**src/rtl/fir_mac_engine.sv**
```systemverilog
// ---------------------------------------------------------------------------
// fir_mac_engine
//
// Time-multiplexed N_TAPS-tap FIR filter. Owns the sample delay line, walks
// the coefficient RAM read address and performs one multiply-accumulate per
// clock. Each accepted sample produces one rounded, saturated 16-bit output.
//
// Ports
//   clk_m       processing clock (shared with the coefficient RAM read port)
//   rst_n       asynchronous active-low reset
//   din         signed input sample
//   din_valid   din is presented
//   din_ready   engine idle, a sample may be accepted
//   coef_addr   registered coefficient RAM read address
//   coef        signed coefficient RAM read data (2-cycle read latency)
//   dout        signed filter output, held until the next result
//   dout_valid  one-cycle pulse marking a new dout
// ---------------------------------------------------------------------------
module fir_mac_engine #(
    parameter int N_TAPS = 72,
    parameter int SHIFT  = 15
) (
    input  logic        clk_m,
    input  logic        rst_n,
    input  logic [15:0] din,
    input  logic        din_valid,
    output logic        din_ready,
    output logic [6:0]  coef_addr,
    input  logic [15:0] coef,
    output logic [15:0] dout,
    output logic        dout_valid
);

    localparam int DATA_W = 16;
    localparam int COEF_W = 16;
    localparam int PROD_W = DATA_W + COEF_W;
    localparam int ACC_W  = PROD_W + $clog2(N_TAPS);

    localparam logic [6:0] LAST = 7'(N_TAPS - 1);

    localparam logic [1:0] ST_IDLE  = 2'd0;
    localparam logic [1:0] ST_RUN   = 2'd1;
    localparam logic [1:0] ST_DRAIN = 2'd2;
    localparam logic [1:0] ST_OUT   = 2'd3;

    // One extra bit of headroom so the rounding constant can never wrap.
    localparam logic signed [ACC_W:0] RND     = {{ACC_W{1'b0}}, 1'b1} << (SHIFT - 1);
    localparam logic signed [ACC_W:0] SAT_MAX = (ACC_W + 1)'(32767);
    localparam logic signed [ACC_W:0] SAT_MIN = (ACC_W + 1)'(-32768);

    // Round half up, arithmetic shift, then clamp to the 16-bit signed range.
    function automatic logic signed [DATA_W-1:0] round_sat(input logic signed [ACC_W-1:0] a);
        logic signed [ACC_W:0] t;
        t = ($signed({a[ACC_W-1], a}) + RND) >>> SHIFT;
        if (t > SAT_MAX) begin
            return DATA_W'(SAT_MAX);
        end else if (t < SAT_MIN) begin
            return DATA_W'(SAT_MIN);
        end
        return DATA_W'(t);
    endfunction

    logic [1:0]               state;
    logic [6:0]               wp;
    logic                     accept;

    logic signed [DATA_W-1:0] dline [N_TAPS];

    logic [6:0]               idx_p0;
    logic signed [DATA_W-1:0] sample_p1;
    logic                     vld_p1;
    logic signed [DATA_W-1:0] sample_p2;
    logic                     vld_p2;
    logic signed [COEF_W-1:0] coef_p2;
    logic signed [PROD_W-1:0] prod_p2;
    logic signed [ACC_W-1:0]  acc;

    assign accept  = (state == ST_IDLE) && din_valid && din_ready;
    assign coef_p2 = coef;
    assign prod_p2 = coef_p2 * sample_p2;

    // Control: sequencer, address generation and output register.
    always_ff @(posedge clk_m or negedge rst_n) begin
        if (!rst_n) begin
            state      <= ST_IDLE;
            wp         <= '0;
            coef_addr  <= '0;
            din_ready  <= 1'b1;
            dout       <= '0;
            dout_valid <= 1'b0;
            vld_p1     <= 1'b0;
            vld_p2     <= 1'b0;
        end else begin
            dout_valid <= 1'b0;
            vld_p1     <= (state == ST_RUN);
            vld_p2     <= vld_p1;
            case (state)
                ST_IDLE: begin
                    if (accept) begin
                        state     <= ST_RUN;
                        coef_addr <= '0;
                        din_ready <= 1'b0;
                        wp        <= (wp == LAST) ? 7'd0 : 7'(wp + 7'd1);
                    end
                end
                ST_RUN: begin
                    if (coef_addr == LAST) begin
                        state <= ST_DRAIN;
                    end else begin
                        coef_addr <= 7'(coef_addr + 7'd1);
                    end
                end
                ST_DRAIN: begin
                    // Last tap is in the final MAC stage and nothing follows it.
                    if (vld_p2 && !vld_p1) begin
                        state <= ST_OUT;
                    end
                end
                default: begin
                    dout       <= round_sat(acc);
                    dout_valid <= 1'b1;
                    din_ready  <= 1'b1;
                    state      <= ST_IDLE;
                end
            endcase
        end
    end

    // Delay line: circular buffer, newest sample at the pre-advance wp.
    always_ff @(posedge clk_m or negedge rst_n) begin
        if (!rst_n) begin
            for (int i = 0; i < N_TAPS; i++) begin
                dline[i] <= '0;
            end
        end else if (accept) begin
            dline[wp] <= din;
        end
    end

    // Stage p0: delay-line index for tap k, walking backwards from newest.
    always_ff @(posedge clk_m) begin
        if (accept) begin
            idx_p0 <= wp;
        end else if (state == ST_RUN) begin
            idx_p0 <= (idx_p0 == 7'd0) ? LAST : 7'(idx_p0 - 7'd1);
        end
    end

    // Stage p1/p2: sample follows the RAM's two-cycle read latency.
    always_ff @(posedge clk_m) begin
        sample_p1 <= dline[idx_p0];
        sample_p2 <= sample_p1;
    end

    // Stage p3: accumulate the product of matched coefficient and sample.
    always_ff @(posedge clk_m) begin
        if (accept) begin
            acc <= '0;
        end else if (vld_p2) begin
            acc <= acc + ACC_W'(prod_p2);
        end
    end

endmodule

```
**config.mk**
```make
export PLATFORM = sky130hd
export DESIGN_NAME = fir_mac_engine
export DESIGN_NICKNAME = d
export VERILOG_FILES = /design/src/rtl/fir_mac_engine.sv
export SDC_FILE = /design/constraint.sdc
export NUM_CORES = 2
export LEC_CHECK = 0
export ABC_AREA = 1
export CAP_MARGIN = 20
export CELL_PAD_IN_SITES_DETAIL_PLACEMENT = 0
export CELL_PAD_IN_SITES_GLOBAL_PLACEMENT = 1
export CORE_ASPECT_RATIO = 0.8
export CORE_MARGIN = 5
export CORE_UTILIZATION = 39
export CTS_CLUSTER_DIAMETER = 100
export CTS_CLUSTER_SIZE = 30
export DETAILED_ROUTE_END_ITERATION = 7
export PLACE_DENSITY = 0.64
export SLEW_MARGIN = 25
export SYNTH_ARGS = -nofsm -noshare
export SYNTH_HDL_FRONTEND = slang
export SYNTH_SLANG_ARGS = --single-unit
```
**constraint.sdc**
```tcl
create_clock -name clk_m -period 7 [get_ports clk_m]
set_clock_uncertainty 0.15 [all_clocks]
set_input_delay 1.4 -clock clk_m [delete_from_list [all_inputs] [get_ports clk_m]]
set_output_delay 1.4 -clock clk_m [all_outputs]
set_load 0.05 [all_outputs]
```
==> key figures <==
Status
  • Status: complete, no violations

Routing
  • Detailed-route vias per instance: 5.30
  • DRC: 0
  • Routed via count: 55885
  • Count of antenna-violating nets left after detailed routing: 0
  • Initial DRC Count: about 5700
  • Routed WL per cell: approximately 22 um
  • TritonRoute pass-1 iters: 6
  • Post-Route WL: roughly 230000 um

STA
  • Slew Viols, Final: 0
  • Final hold violations: 0
  • RSZ-0062 raised after global routing: yes
  • Final setup violation count: 0
  • Max Fclk: 148 MHz
  • Setup TNS: 0 ns
  • Worst-Margin Slew: 1.10 ns
  • Fin crit share: between 90% and 100%
  • Tmin final: ~6.8 ns
  • Headroom to the max-slew limit: 26.7%

Floorplanning
  • CORE AREA: about 180000 um2
  • Initial Utilization: between 30% and 40%
  • Die area: between 150000 and 200000 um2
  • Die extent in x: 480 um
  • Chip height: 386 um
  • Num rows: about 140
  • IO Count: 60

Clocking
  • CTS tree: done
  • Hold_buf cts: 0
  • Skew-Pair Late Insertion Delay: 0.76 ns
  • CTS H-tree depth: 2
  • Clock buffer depth: 3
  • Num CTS Buffers: 51
  • Root Buffer: clkbuf_16
  • Clock Sinks: between 1000 and 1500
  • Clk slew on worst S/H paths: 0.12 ns

Global route
  • GR met2 Demand/Resource: a little over a third
  • Total GRT Usage: 24.7%
  • Met1 Use GR: around 39%
  • Global route overflow: 0
  • Initial antenna violation count: 10
  • Most used routing layer: met1
  • Met3 track demand over resource: ~3.5%
  • Largest net degree at the start of global routing: 174
  • Vias in the first global route: about 54000
  • First-pass GRT wire length: around 350000 um

Synth
  • Synth unique cells: 55
  • Synth Cell Area: ~69000 um2
  • Gate Count Post-Synth: 8313
  • Syn_area_per_cell: roughly 8.3 um2
  • Syn_nets: ~8800
  • Sequential-to-total area share from yosys stat: between 40% and 50%
  • Yosys warns: 0
  • #FFs+latches synth: ~1300

Placement
  • HPWL after DPL: around 150000 um
  • Port bufs: 59
  • GP Congestion: around 0.87

Finish
  • Multi-input logic area: 32400 um2
  • Layout cell share with drive strength beyond 1: 6.72%
  • Post-Route Utilization: about 43%
  • Nets: approximately 8600
  • Most frequent cells in the layout: nand2_1, o21ai_0, dfrtp_1, inv_1, nor2_1
  • Fillcell total: ~18000
  • Area grow syn2layout: 8.75%
  • Commonest non-fill, non-tap cell in the layout: nand2_1
  • Register Area: between 30000 and 40000 um2

Hold path
  • Hold Crit Class: reg2reg
  • Worst hold endpoint: sample_p2[11]
  • Hold depth: 0
  • Hold Startpoint: sample_p1[11]

Setup path
  • Critical R2R Launch: sample_p2[11]
  • Setup CP Type: in2reg
  • Crit. End Element: flip-flop
  • WP data required: 7.47 ns
  • FF-to-FF End: acc[38]
  • Critical path launch point type: primary input
  • FF-to-FF setup slack: 0.74 ns
  • Worst Reg-to-Reg Cells: 24
  • CP arrival: 7.22 ns
  • CP max FO: 7

Flow run
  • Max-cap viol count: 0
-- critical path, stage by stage --
cell	delay, ns
clkdlybuf4s50_1	0.56
buf_4	0.16
buf_4	0.17
nand2_1	0.11
fa_1	0.53
inv_1	0.07
fa_1	0.49
fa_1	0.56
fa_1	0.44
fa_1	0.49
inv_1	0.05
fa_1	0.48
inv_1	0.06
ha_1	0.31
inv_1	0.09
o21ai_0	0.12
buf_4	0.15
a21oi_1	0.17
nand2_1	0.13
a31oi_1	0.32
nand2_1	0.09
nand2_1	0.06
nand3_1	0.07
nand2_1	0.09
inv_1	0.04
-- cells by family after synthesis --
| group | after synthesis | share of synthesized area (%) |
|---|---|---|
| buffers and inverters | 1367 | 7.60 |
| adders and majority gates | 447 | 11.7 |
| and+or+nand+nor | 2875 | 16.3 |
| AOI/OAI and AO/OA | 2282 | 17.8 |
| xor gates and xnor gates | 40 | 0.509 |
| muxes | 36 | 0.523 |
| DFF | 1266 | 45.6 |
-- metrics by stage --
step	hold WS, ns	instances	area, um2	setup WS [ns]
3_3_place_gp	0.160	10458	73000	-0.807
6_report	0.187	10549	74900	0.250
3_5_place_dp	0.162	10458	73000	-0.748
5_1_grt	0.196	10547	74900	-0.00364
4_1_cts	0.186	10537	74600	0.0931
2_1_floorplan	0.160	8313	68800	0.00941
-- sequential cells by signal, indices dropped and copies added (netlist names), 2 cells and up --
name / count
dline: 1152
acc: 39
dout: 16
sample_p1: 16
sample_p2: 16
coef_addr: 7
idx_p0: 7
wp: 7
state: 2
-- cells in the mapped netlist, drive strengths merged --
master,count,area share (%)
o2111ai,26,0.33
nand3b,2,0.022
o211a,2,0.029
a221oi,2,0.025
dfrtp,1187,43
and3,1,0.0091
edfxtp,7,0.31
a22o,1,0.013
nor4,2,0.018
a21oi,129,0.99
dfxtp,71,2.1
o21ai,1793,13
a2bb2oi,1,0.013
o211ai,69,0.75
a31oi,10,0.091
o22ai,146,1.3
ha,121,2.2
a211oi,24,0.26
clkbuf,561,3.1
a21o,3,0.033
a21boi,9,0.11
inv,724,3.9
xor2,31,0.39
dfstp,1,0.038
o221ai,42,0.53
mux2i,36,0.52
o31ai,1,0.011
o21bai,23,0.27
xnor2,9,0.11
buf,79,0.58
nand4,16,0.15
nand3,138,1.0
nor2,717,4.0
o21a,1,0.011
fa,326,9.5
or2,14,0.13
nand2,1966,11
nor3,19,0.17
clkinv,3,0.016
-- layer usage --
metal | routed length (um) | share of wire, % | up-vias
met5 | 0 | 0 | -
met4 | 3460 | 1.5 | 0
met3 | 14000 | 6.1 | 139
met2 | 95900 | 42 | 1422
met1 | 117000 | 51 | 27840
li1 | - | - | 26484
-- final cells by class --
class,instances,share of cell area [%]
Inverter,727,3.67
Clock inverter,9,0.254
Multi-Input combinational cell,5680,43.2
Antenna cell,2,0.00669
Timing Repair Buffer,432,5.13
Clock buffer,70,1.86
Sequential cell,1266,41.9
Tap cell,2363,3.95
-- repair_timing --
action | in CTS | in global routing
gates resized for setup | 1 | 37
cloned | 0 | 0
hold endpoints to repair | 0 | 0
buffers inserted | 0 | 5
pin swaps | 0 | 10
endpoints found under the setup margin | 1 | 26
-- worst max-delay path by stage --
stage / startpoint / endpoint / slack (ns) / depth (start not counted)
after floorplan: coef[15] / acc[37] / 0.009 / 23
after global placement: coef[8] / acc[35] / -0.81 / 26
after detailed placement: coef[8] / acc[35] / -0.75 / 26
after CTS: coef[7] / acc[38] / 0.09 / 25
after global routing: coef[9] / acc[27] / -0.004 / 26
final: coef[14] / acc[33] / 0.25 / 25
Power is left out: the tool's default activity adds up to more than one toggle a clock period on the data nets, which glitch-free logic cannot reach.
